**config.mk**
```make
export PLATFORM = sky130hd
export DESIGN_NAME = timer0_pwm_flat
export DESIGN_NICKNAME = d
export VERILOG_FILES = /design/src/rtl/timer0_pwm_pkg.sv /design/src/rtl/timer0_pwm_if.sv /design/src/rtl/timer0_prescaler.sv /design/src/rtl/timer0_pwm.sv /design/src/flat_wrapper.sv
export SDC_FILE = /design/constraint.sdc
export NUM_CORES = 1
export LEC_CHECK = 0
export ABC_AREA = 1
export BUFFER_PORTS_ARGS = -buffer_cell sky130_fd_sc_hd__buf_2
export CAP_MARGIN = 20
export CORE_MARGIN = 2
export CORE_UTILIZATION = 55
export DETAILED_ROUTE_END_ITERATION = 6
export GPL_TIMING_DRIVEN = 0
export PLACE_DENSITY = 0.73
export SKIP_CTS_REPAIR_TIMING = 1
export SYNTH_ARGS = -nofsm -noshare
export SYNTH_HDL_FRONTEND = slang
export SYNTH_SLANG_ARGS = --single-unit
export TNS_END_PERCENT = 5
```
**constraint.sdc**
```tcl
create_clock -name clk -period 2.6 [get_ports clk]
set_input_delay 0.65 -clock clk [delete_from_list [all_inputs] [get_ports clk]]
set_output_delay 0.65 -clock clk [all_outputs]
set_load 0.02 [all_outputs]
```
**src/rtl/timer0_pwm_pkg.sv**
```systemverilog
// Shared constants, encodings and helpers for Timer/Counter0.
package timer0_pwm_pkg;

    localparam int T0_DW = 8;
    localparam int T0_AW = 6;

    localparam logic [5:0] T0_TCCR0A = 6'h24;
    localparam logic [5:0] T0_TCCR0B = 6'h25;
    localparam logic [5:0] T0_TCNT0  = 6'h26;
    localparam logic [5:0] T0_OCR0A  = 6'h27;
    localparam logic [5:0] T0_OCR0B  = 6'h28;
    localparam logic [5:0] T0_TIFR0  = 6'h38;
    localparam logic [5:0] T0_TIMSK0 = 6'h39;

    localparam logic [2:0] WGM_NORMAL   = 3'd0;
    localparam logic [2:0] WGM_PC_FF    = 3'd1;
    localparam logic [2:0] WGM_CTC      = 3'd2;
    localparam logic [2:0] WGM_FAST_FF  = 3'd3;
    localparam logic [2:0] WGM_PC_OCR   = 3'd5;
    localparam logic [2:0] WGM_FAST_OCR = 3'd7;

    localparam logic [1:0] COM_OFF    = 2'b00;
    localparam logic [1:0] COM_TOGGLE = 2'b01;
    localparam logic [1:0] COM_CLEAR  = 2'b10;
    localparam logic [1:0] COM_SET    = 2'b11;

    localparam logic [2:0] CS_STOP    = 3'd0;
    localparam logic [2:0] CS_DIV1    = 3'd1;
    localparam logic [2:0] CS_DIV8    = 3'd2;
    localparam logic [2:0] CS_DIV64   = 3'd3;
    localparam logic [2:0] CS_DIV256  = 3'd4;
    localparam logic [2:0] CS_DIV1024 = 3'd5;

    // Same bit positions in TIFR0 and TIMSK0
    localparam int BIT_TOV0  = 0;
    localparam int BIT_OCF0A = 1;
    localparam int BIT_OCF0B = 2;

    typedef enum logic [1:0] {
        MODE_NORMAL,
        MODE_CTC,
        MODE_FAST,
        MODE_PC
    } mode_t;

    function automatic mode_t wgm_mode(input logic [2:0] wgm);
        case (wgm)
            WGM_NORMAL:                return MODE_NORMAL;
            WGM_CTC:                   return MODE_CTC;
            WGM_FAST_FF, WGM_FAST_OCR: return MODE_FAST;
            WGM_PC_FF, WGM_PC_OCR:     return MODE_PC;
            default:                   return MODE_NORMAL;
        endcase
    endfunction

    function automatic logic wgm_top_ocr(input logic [2:0] wgm);
        return wgm == WGM_CTC || wgm == WGM_PC_OCR ||
               wgm == WGM_FAST_OCR;
    endfunction

    // Match action takes priority over the wrap action
    function automatic logic oc_next(
        input logic       cur,
        input logic [1:0] com,
        input mode_t      mode,
        input logic       match,
        input logic       wrap,
        input logic       down
    );
        logic r;
        r = cur;
        if (com == COM_OFF) begin
            r = 1'b0;
        end else if (match) begin
            case (com)
                COM_TOGGLE: r = ~cur;
                COM_CLEAR:  r = (mode == MODE_PC) && down;
                default:    r = !((mode == MODE_PC) && down);
            endcase
        end else if (wrap && mode == MODE_FAST) begin
            if (com == COM_CLEAR)
                r = 1'b1;
            else if (com == COM_SET)
                r = 1'b0;
        end
        return r;
    endfunction

endpackage

```
**src/rtl/timer0_pwm_if.sv**
```systemverilog
// I/O-space register bus between the core and Timer/Counter0.
interface timer0_pwm_if
    import timer0_pwm_pkg::*;
#(
    parameter int AW = T0_AW,
    parameter int DW = T0_DW
);
    logic [AW-1:0] io_addr;
    logic          io_wr;
    logic          io_rd;
    logic [DW-1:0] io_din;
    logic [DW-1:0] io_dout;

    modport master (
        output io_addr, io_wr, io_rd, io_din,
        input  io_dout
    );

    modport slave (
        input  io_addr, io_wr, io_rd, io_din,
        output io_dout
    );
endinterface

```
**src/rtl/timer0_prescaler.sv**
```systemverilog
// Clock prescaler: turns the CS select into a count-enable tick.
module timer0_prescaler
    import timer0_pwm_pkg::*;
(
    input  logic       clk,
    input  logic       reset,
    input  logic [2:0] cs,
    output logic       tick
);
    logic [9:0] cnt;
    logic       run;

    // External-clock selects are treated as stopped
    assign run = cs != CS_STOP && cs <= CS_DIV1024;

    always_ff @(posedge clk or posedge reset) begin
        if (reset)
            cnt <= '0;
        else if (!run)
            cnt <= '0;
        else
            cnt <= cnt + 10'd1;
    end

    always_comb begin
        tick = 1'b0;
        unique case (cs)
            CS_DIV1:    tick = 1'b1;
            CS_DIV8:    tick = &cnt[2:0];
            CS_DIV64:   tick = &cnt[5:0];
            CS_DIV256:  tick = &cnt[7:0];
            CS_DIV1024: tick = &cnt;
            default:    tick = 1'b0;
        endcase
    end
endmodule

```
**src/rtl/timer0_pwm.sv**
```systemverilog
// 8-bit Timer/Counter0 with two compare outputs and an AVR-style register map.
module timer0_pwm
    import timer0_pwm_pkg::*;
#(
    parameter int DATA_WIDTH    = T0_DW,
    parameter int IO_ADDR_WIDTH = T0_AW,
    parameter logic [IO_ADDR_WIDTH-1:0] ADDR_TCCR0A = T0_TCCR0A,
    parameter logic [IO_ADDR_WIDTH-1:0] ADDR_TCCR0B = T0_TCCR0B,
    parameter logic [IO_ADDR_WIDTH-1:0] ADDR_TCNT0  = T0_TCNT0,
    parameter logic [IO_ADDR_WIDTH-1:0] ADDR_OCR0A  = T0_OCR0A,
    parameter logic [IO_ADDR_WIDTH-1:0] ADDR_OCR0B  = T0_OCR0B,
    parameter logic [IO_ADDR_WIDTH-1:0] ADDR_TIMSK0 = T0_TIMSK0,
    parameter logic [IO_ADDR_WIDTH-1:0] ADDR_TIFR0  = T0_TIFR0
) (
    input  logic        clk,
    input  logic        reset,
    timer0_pwm_if.slave io,
    output logic        oc0a,
    output logic        oc0b,
    output logic        irq
);
    logic [DATA_WIDTH-1:0] tccr0a, tccr0b, tcnt, timsk, tifr;
    logic [DATA_WIDTH-1:0] ocra, ocrb, ocra_buf, ocrb_buf;
    logic [DATA_WIDTH-1:0] ocra_nxt, ocrb_nxt;
    logic [DATA_WIDTH-1:0] tcnt_n, top, dout;
    logic [DATA_WIDTH-1:0] tifr_set, tifr_clr;
    logic [2:0]            wgm;
    mode_t                 mode;
    logic dir, dir_n, skip, tick, at_top, cnt_en, pwm, upd;
    logic match_a, match_b, wrap, tov;
    logic we_tccr0a, we_tccr0b, we_tcnt, we_ocra;
    logic we_ocrb, we_timsk, we_tifr;

    timer0_prescaler u_pres (
        .clk   (clk),
        .reset (reset),
        .cs    (tccr0b[2:0]),
        .tick  (tick)
    );

    assign wgm    = {tccr0b[3], tccr0a[1:0]};
    assign mode   = wgm_mode(wgm);
    assign top    = wgm_top_ocr(wgm) ? ocra : 8'hFF;
    assign pwm    = mode == MODE_FAST || mode == MODE_PC;
    assign at_top = tcnt == top;

    assign we_tccr0a = io.io_wr && io.io_addr == ADDR_TCCR0A;
    assign we_tccr0b = io.io_wr && io.io_addr == ADDR_TCCR0B;
    assign we_tcnt   = io.io_wr && io.io_addr == ADDR_TCNT0;
    assign we_ocra   = io.io_wr && io.io_addr == ADDR_OCR0A;
    assign we_ocrb   = io.io_wr && io.io_addr == ADDR_OCR0B;
    assign we_timsk  = io.io_wr && io.io_addr == ADDR_TIMSK0;
    assign we_tifr   = io.io_wr && io.io_addr == ADDR_TIFR0;

    assign ocra_nxt = we_ocra ? io.io_din : ocra_buf;
    assign ocrb_nxt = we_ocrb ? io.io_din : ocrb_buf;

    // A CPU write to TCNT0 overrides counting on that edge
    assign cnt_en  = tick && !we_tcnt;
    assign match_a = cnt_en && !skip && tcnt == ocra;
    assign match_b = cnt_en && !skip && tcnt == ocrb;
    assign wrap    = cnt_en && at_top && mode != MODE_PC;
    assign upd     = cnt_en && at_top && pwm;

    always_comb begin
        tov = 1'b0;
        unique case (mode)
            MODE_FAST: tov = cnt_en && at_top;
            MODE_PC:   tov = cnt_en && dir && tcnt == 8'd1;
            default:   tov = cnt_en && tcnt == 8'hFF;
        endcase
    end

    always_comb begin
        tcnt_n = tcnt;
        dir_n  = dir;
        if (mode == MODE_PC) begin
            if (!dir && at_top) begin
                tcnt_n = tcnt - 8'd1;
                dir_n  = 1'b1;
            end else if (dir && tcnt == 8'd0) begin
                tcnt_n = tcnt + 8'd1;
                dir_n  = 1'b0;
            end else if (dir) begin
                tcnt_n = tcnt - 8'd1;
            end else begin
                tcnt_n = tcnt + 8'd1;
            end
        end else begin
            tcnt_n = at_top ? 8'd0 : tcnt + 8'd1;
        end
    end

    always_comb begin
        tifr_set            = '0;
        tifr_set[BIT_TOV0]  = tov;
        tifr_set[BIT_OCF0A] = match_a;
        tifr_set[BIT_OCF0B] = match_b;
    end

    assign tifr_clr = we_tifr ? (io.io_din & 8'h07) : '0;
    assign irq      = |(tifr & timsk);

    always_comb begin
        dout = '0;
        if (io.io_rd) begin
            unique case (io.io_addr)
                ADDR_TCCR0A: dout = tccr0a;
                ADDR_TCCR0B: dout = tccr0b;
                ADDR_TCNT0:  dout = tcnt;
                ADDR_OCR0A:  dout = ocra_buf;
                ADDR_OCR0B:  dout = ocrb_buf;
                ADDR_TIMSK0: dout = timsk;
                ADDR_TIFR0:  dout = tifr;
                default:     dout = '0;
            endcase
        end
    end

    assign io.io_dout = dout;

    always_ff @(posedge clk or posedge reset) begin
        if (reset) begin
            tccr0a   <= '0;
            tccr0b   <= '0;
            tcnt     <= '0;
            timsk    <= '0;
            tifr     <= '0;
            ocra     <= '0;
            ocrb     <= '0;
            ocra_buf <= '0;
            ocrb_buf <= '0;
            dir      <= 1'b0;
            skip     <= 1'b0;
            oc0a     <= 1'b0;
            oc0b     <= 1'b0;
        end else begin
            if (we_tccr0a) tccr0a <= io.io_din & 8'hF3;
            if (we_tccr0b) tccr0b <= io.io_din & 8'h0F;
            if (we_timsk)  timsk  <= io.io_din & 8'h07;
            // Set wins over a same-edge write-one clear
            tifr <= (tifr & ~tifr_clr) | tifr_set;
            if (we_tcnt) begin
                tcnt <= io.io_din;
            end else if (tick) begin
                tcnt <= tcnt_n;
                dir  <= dir_n;
            end
            if (we_tcnt)
                skip <= 1'b1;
            else if (tick)
                skip <= 1'b0;
            ocra_buf <= ocra_nxt;
            ocrb_buf <= ocrb_nxt;
            if (!pwm) begin
                ocra <= ocra_nxt;
                ocrb <= ocrb_nxt;
            end else if (upd) begin
                ocra <= ocra_buf;
                ocrb <= ocrb_buf;
            end
            oc0a <= oc_next(oc0a, tccr0a[7:6], mode,
                            match_a, wrap, dir);
            oc0b <= oc_next(oc0b, tccr0a[5:4], mode,
                            match_b, wrap, dir);
        end
    end
endmodule
```
**src/flat_wrapper.sv**
```systemverilog
// flat-port wrapper written by rule: the top's interface ports become plain ports
module timer0_pwm_flat import timer0_pwm_pkg::*;
#(
    parameter int DATA_WIDTH    = T0_DW,
    parameter int IO_ADDR_WIDTH = T0_AW,
    parameter logic [IO_ADDR_WIDTH-1:0] ADDR_TCCR0A = T0_TCCR0A,
    parameter logic [IO_ADDR_WIDTH-1:0] ADDR_TCCR0B = T0_TCCR0B,
    parameter logic [IO_ADDR_WIDTH-1:0] ADDR_TCNT0  = T0_TCNT0,
    parameter logic [IO_ADDR_WIDTH-1:0] ADDR_OCR0A  = T0_OCR0A,
    parameter logic [IO_ADDR_WIDTH-1:0] ADDR_OCR0B  = T0_OCR0B,
    parameter logic [IO_ADDR_WIDTH-1:0] ADDR_TIMSK0 = T0_TIMSK0,
    parameter logic [IO_ADDR_WIDTH-1:0] ADDR_TIFR0  = T0_TIFR0
)
  (clk, reset, oc0a, oc0b, irq, io_io_addr, io_io_wr, io_io_rd, io_io_din, io_io_dout);
  timer0_pwm_if io_i ();
  input  logic clk;
  input  logic reset;
  output logic oc0a;
  output logic oc0b;
  output logic irq;
  input wire logic [$bits(io_i.io_addr)-1:0] io_io_addr;
  input wire logic [$bits(io_i.io_wr)-1:0] io_io_wr;
  input wire logic [$bits(io_i.io_rd)-1:0] io_io_rd;
  input wire logic [$bits(io_i.io_din)-1:0] io_io_din;
  output wire logic [$bits(io_i.io_dout)-1:0] io_io_dout;
  assign io_i.io_addr = io_io_addr;
  assign io_i.io_wr = io_io_wr;
  assign io_i.io_rd = io_io_rd;
  assign io_i.io_din = io_io_din;
  assign io_io_dout = io_i.io_dout;
  timer0_pwm #(.DATA_WIDTH(DATA_WIDTH), .IO_ADDR_WIDTH(IO_ADDR_WIDTH), .ADDR_TCCR0A(ADDR_TCCR0A), .ADDR_TCCR0B(ADDR_TCCR0B), .ADDR_TCNT0(ADDR_TCNT0), .ADDR_OCR0A(ADDR_OCR0A), .ADDR_OCR0B(ADDR_OCR0B), .ADDR_TIMSK0(ADDR_TIMSK0), .ADDR_TIFR0(ADDR_TIFR0)) u_core (.clk(clk), .reset(reset), .io(io_i), .oc0a(oc0a), .oc0b(oc0b), .irq(irq));
endmodule
```
* After elaboration in Yosys (flattened, before gate mapping)
Index checks and enable logic that the tools add are counted.
** Storage, ports and cells
- Flip-flop bits (word level) :: 75
- Bits of input ports :: 18
- Logic and storage cells :: 143
** Cells by class
- Add/sub/neg operators :: 3
- Order comparisons :: 1
- Equality and inequality tests :: 32
- Mux-type cells :: 37
- Bitwise logic cells :: 7
- Reduce and logical (&&, ||, !) cells :: 49
** Operators with widths (number)
- $mux 8 :: 15
- $pmux 8 s7 :: 1
- $eq 6x6->1 const B :: 7
- $eq 8x8->1 :: 3
- $logic_and 1x1->1 :: 22
- $mux 1 :: 14
- $eq 2x2->1 const B :: 6
- $eq 3x2->1 const B :: 4
- $eq 3x3->1 const B :: 4
- $add 10x1->10 const B :: 1
- $mux 10 :: 1
- $reduce_and 10->1 :: 1
- $reduce_bool 3->1 :: 3
- $add 8x1->8 const B :: 1
- $and 8x3->8 :: 1
- $and 8x8->8 :: 1
- $eq 8x1->1 const B :: 1
- $eq 8x8->1 const B :: 1
- $logic_not 8->1 :: 1
- $not 8->8 :: 1
- $or 8x3->8 :: 1
- $reduce_and 8->1 :: 1
- $reduce_bool 4->1 :: 2
- $reduce_or 8->1 :: 1
- 19 further kinds :: 35

* Depth between registers and ports, before layout
- Depth in word-level cells :: 11
- Depth in mapped cells :: 16
- Gate-level depth less buffers :: 15

* Modules after synthesis
A second synthesis with hierarchy kept.
** Second synthesis, totals
- Cell total of the unflattened synthesis :: 638
- Area, all modules :: 4618.2 µm²
** Modules (own cells, without submodules)
- timer0_pwm :: instances 1, cells each 557, area each 4025.1 µm², sequential area each 1501.4 µm²
- timer0_prescaler :: instances 1, cells each 81, area each 593.1 µm², sequential area each 250.2 µm²

* Worst setup path after synthesis
Ideal clock, no wire load.
- Path kind :: in2out
- Start :: input port io_io_addr[5]
- End :: output port io_io_dout[1]
- Arrival :: 1.818 ns
- Path slack :: 0.132 ns
- Stages on the path :: 8
- Cells stage by stage :: inv_1 -> nor2_2 -> nand2_1 -> nor3_4 -> inv_1 -> nor2_1 -> a221oi_1 -> a21oi_1
** On the way
- Word-level cells in the longest chain between the ends :: 3
- Elaborated cells between the ends (all ways) :: 9
** Ends and longest elaborated chain
- start: declaration :: RTL line flat_wrapper.sv:21 : input wire logic [$bits(io_i.io_addr)-1:0] io_io_addr;
- $eq 6x6->1 :: RTL line timer0_pwm.sv:107 : unique case (io.io_addr)
- $pmux 8 s7 * :: RTL line timer0_pwm.sv:107
- $mux 8 * :: RTL line timer0_pwm.sv:106 : if (io.io_rd) begin
- end: declaration :: RTL line flat_wrapper.sv:25 : output wire logic [$bits(io_i.io_dout)-1:0] io_io_dout;
Every way passes the cells marked *; elsewhere a longest branch is shown, timed or not.

* Final worst setup path
- Start :: input port io_io_addr[3]
- End :: output port io_io_dout[1]
The elaborated chain is that of the path after synthesis.

==> metrics.cfg <==
[timing]
tns_ps=-27.2
post-route-min-period_ps=2630
fmax_ghz=0.381
skew_ps=8.26
finalSetupViolCount=1
relSlewSlack_pct=41.2
hold_viol_final=0
tightest_slew_ps=881
rsz0062_at_grt=yes
fin_ws_ps=-27.2
drv_slew=0
post-route-period-util_pct=101

[clock_tree]
clock_latency_ps=350
cts.sinks=70
clkTransAtPathRegs_ps=80
cts_buffer_depth=2
numCtsBuffers=9
cts_tree=yes
cts_root_buf=clkbuf_8
htree_num_levels=3

[setup_path]
path_class=in -> out
crit_required_ps=1950
cp.arrival_ps=1980
worstPathMaxFanout=6
critPathLaunchType=input port
startpoint=io_io_addr[3]
timing.rr.start=u_core.tcnt[0]
cp-end-kind=output port

[die]
start_util_pct=56.5
die_h_um=93.1
die_x_um=93.1
core_area_um2=7730
rows=32
pin_count=29
die-area_um2=8670

[drt]
drtIter0Drc=388
dr.pass1.iters=5
vias=4186
viasPerCell=5.68
ant_nets=0
wirelength_mm=12.3
drc=0
wl_per_cell_um=16.6

[place]
numPortBuffers=28
dpl_cell_area_um2=4640
gp_congestion=0.913
hpwl_mm=8.74
dp_slack_ps=-298

[synthesis]
yosysUniqueCellTypes=40
ys.warnings.count=0
async_flop_share_pct=100
synth_edf_count=0
synthCells=585
avgSynthCellArea_um2=7.46
synth-seq-cells=70
syn-num-nets=616
ys.flop_type=dfrtp_1
syn_area_um2=4370
seq_area_frac_synth_pct=40.1

[pwr]
leakage_nw=2.54
p_per_area_nw_per_um2=711
vdd_ir_drop_max_uv=341

[flow_run]
cap_violations=0

[global_routing]
first_global_vias=3884
overflow=0
grt.total_usage_pct=29.1
grt_pass1_wl_mm=19.4
antenna_found_initial=0
grt_max_degree=71

[layout]
diodes=0
stdcell_area_um2=4990
area_growth_syn_to_layout_pct=14.3
drive_above_1_share_pct=17.6
fin_nets=664

[run_status]
violations=negative setup slack
status=finished, violations left

[hold_path]
hold_path.class=in -> async

-- state kept, by name, indices dropped and copies added, names as in the netlist --
signal	flops
u_core.ocrb	8
u_core.tifr	3
u_core.tccr0a	6
u_core.dir	1
u_core.ocra	8
u_core.oc0b	1
u_core.u_pres.cnt	10
u_core.skip	1
u_core.tcnt	8
u_core.ocrb_buf	8
u_core.timsk	3
u_core.tccr0b	4
u_core.oc0a	1
u_core.ocra_buf	8
-- kinds of logic after synthesis --
| kind of cell | after synthesis | synth area share (%) |
|---|---|---|
| and+or+nand+nor | 267 | 26.3 |
| buffers and inverters | 111 | 10.5 |
| AOI/OAI and AO/OA | 107 | 16.0 |
| DFF | 70 | 40.1 |
| xor gates and xnor gates | 17 | 3.41 |
| adders and majority gates | 13 | 3.73 |
-- path summary, 6_finish.rpt --
kind	to	cells after the start	slack (ps)
worst min register to register	u_core.u_pres.cnt[0]	1	480
max in group asynchronous	u_core.skip	2	1550
min in group clk	u_core.u_pres.cnt[0]	1	480
worst min-delay path	u_core.ocrb_buf[2]	2	480
worst max register to register	u_core.tcnt[6]	10	330
worst max-delay path	io_io_dout[1]	11	-30
-- synthesized netlist by cell type, types with 2 or more instances --
cell type / number / share of area [%]
ha_1: 13 / 3.7
clkbuf_1: 3 / 0.26
o31ai_1: 2 / 0.34
o21ai_0: 44 / 5.0
o21ai_1: 2 / 0.23
o21bai_1: 3 / 0.52
o211ai_2: 8 / 2.3
a22oi_1: 6 / 1.0
a211oi_1: 2 / 0.34
nand3_2: 2 / 0.46
nand3_1: 22 / 2.5
buf_4: 6 / 1.0
a21oi_1: 12 / 1.4
a221oi_1: 8 / 1.6
nor3_1: 5 / 0.57
o211ai_1: 2 / 0.34
nor2_2: 4 / 0.57
buf_2: 4 / 0.46
nand2_1: 167 / 14
inv_1: 90 / 7.7
o22ai_1: 14 / 2.0
dfrtp_1: 70 / 40
nor2_1: 46 / 4.0
xnor2_1: 8 / 1.6
inv_2: 6 / 0.52
nand4_1: 14 / 2.0
xor2_1: 9 / 1.8
-- layout by cell type, fill, tap and decap left out, types with 2 or more instances in the layout --
cell type / n
a211oi_1: 2
a21oi_1: 12
a221oi_1: 6
a221oi_2: 2
a22oi_1: 6
buf_2: 27
buf_4: 19
clkbuf_1: 3
clkbuf_8: 9
clkinvlp_4: 3
dfrtp_1: 70
ha_1: 13
inv_1: 84
inv_2: 11
inv_4: 2
nand2_1: 164
nand2_2: 2
nand2_4: 3
nand3_1: 22
nand4_1: 14
nor2_1: 42
nor2_2: 7
nor2_4: 2
nor3_1: 5
o211ai_1: 2
o211ai_2: 8
o21ai_0: 43
o21ai_1: 2
o21ai_2: 2
o21bai_1: 3
o22ai_1: 8
o22ai_2: 6
o31ai_1: 2
xnor2_1: 8
xor2_1: 9
-- worst max-delay path, cell delays in order --
cell      delay [ps]
buf_2            100
inv_2             70
nand2_2           80
inv_2             70
nand2_4           70
nor3_4           300
inv_2             80
nor2_2           100
a221oi_1          50
a21oi_1          210
buf_4            180
-- power by group --
group	internal (W)	switching (W)	leakage, nW
clock	0.000328	0.000418	0.0691
combinational	0.000465	0.000859	1.61
sequential	0.00129	0.000185	0.862
total	0.00208	0.00146	2.54
-- metal layers --
layer	wire length (um)	part of all wire (%)	track usage, %	vias up
li1	-	-	-	1996
met1	5220	43	40.4	1958
met2	5840	48	46.0	193
met3	848	6.9	3.87	39
met4	342	2.8	12.6	0
met5	0	0	0	-
-- final cells by class --
type	instances	area, um^2
Buffer	14	91.3
Clock buffer	9	124
Clock inverter	4	27.5
Fill cell	671	2740
Inverter	97	369
Multi-Input combinational cell	404	2260
Sequential cell	70	1750
Tap cell	102	128
Timing Repair Buffer	37	233
-- through the flow --
stage	utilization, %	hold WS (ps)	instances	total power (W)
2_1_floorplan	-	455	585	0.00241
3_3_place_gp	60.0	465	715	0.00272
3_5_place_dp	60.0	472	715	0.00276
4_1_cts	61.9	487	728	0.00350
5_1_grt	64.6	515	737	0.00378
6_report	64.6	479	737	0.00355
Note: power is estimated with default switching activity, not from simulation.
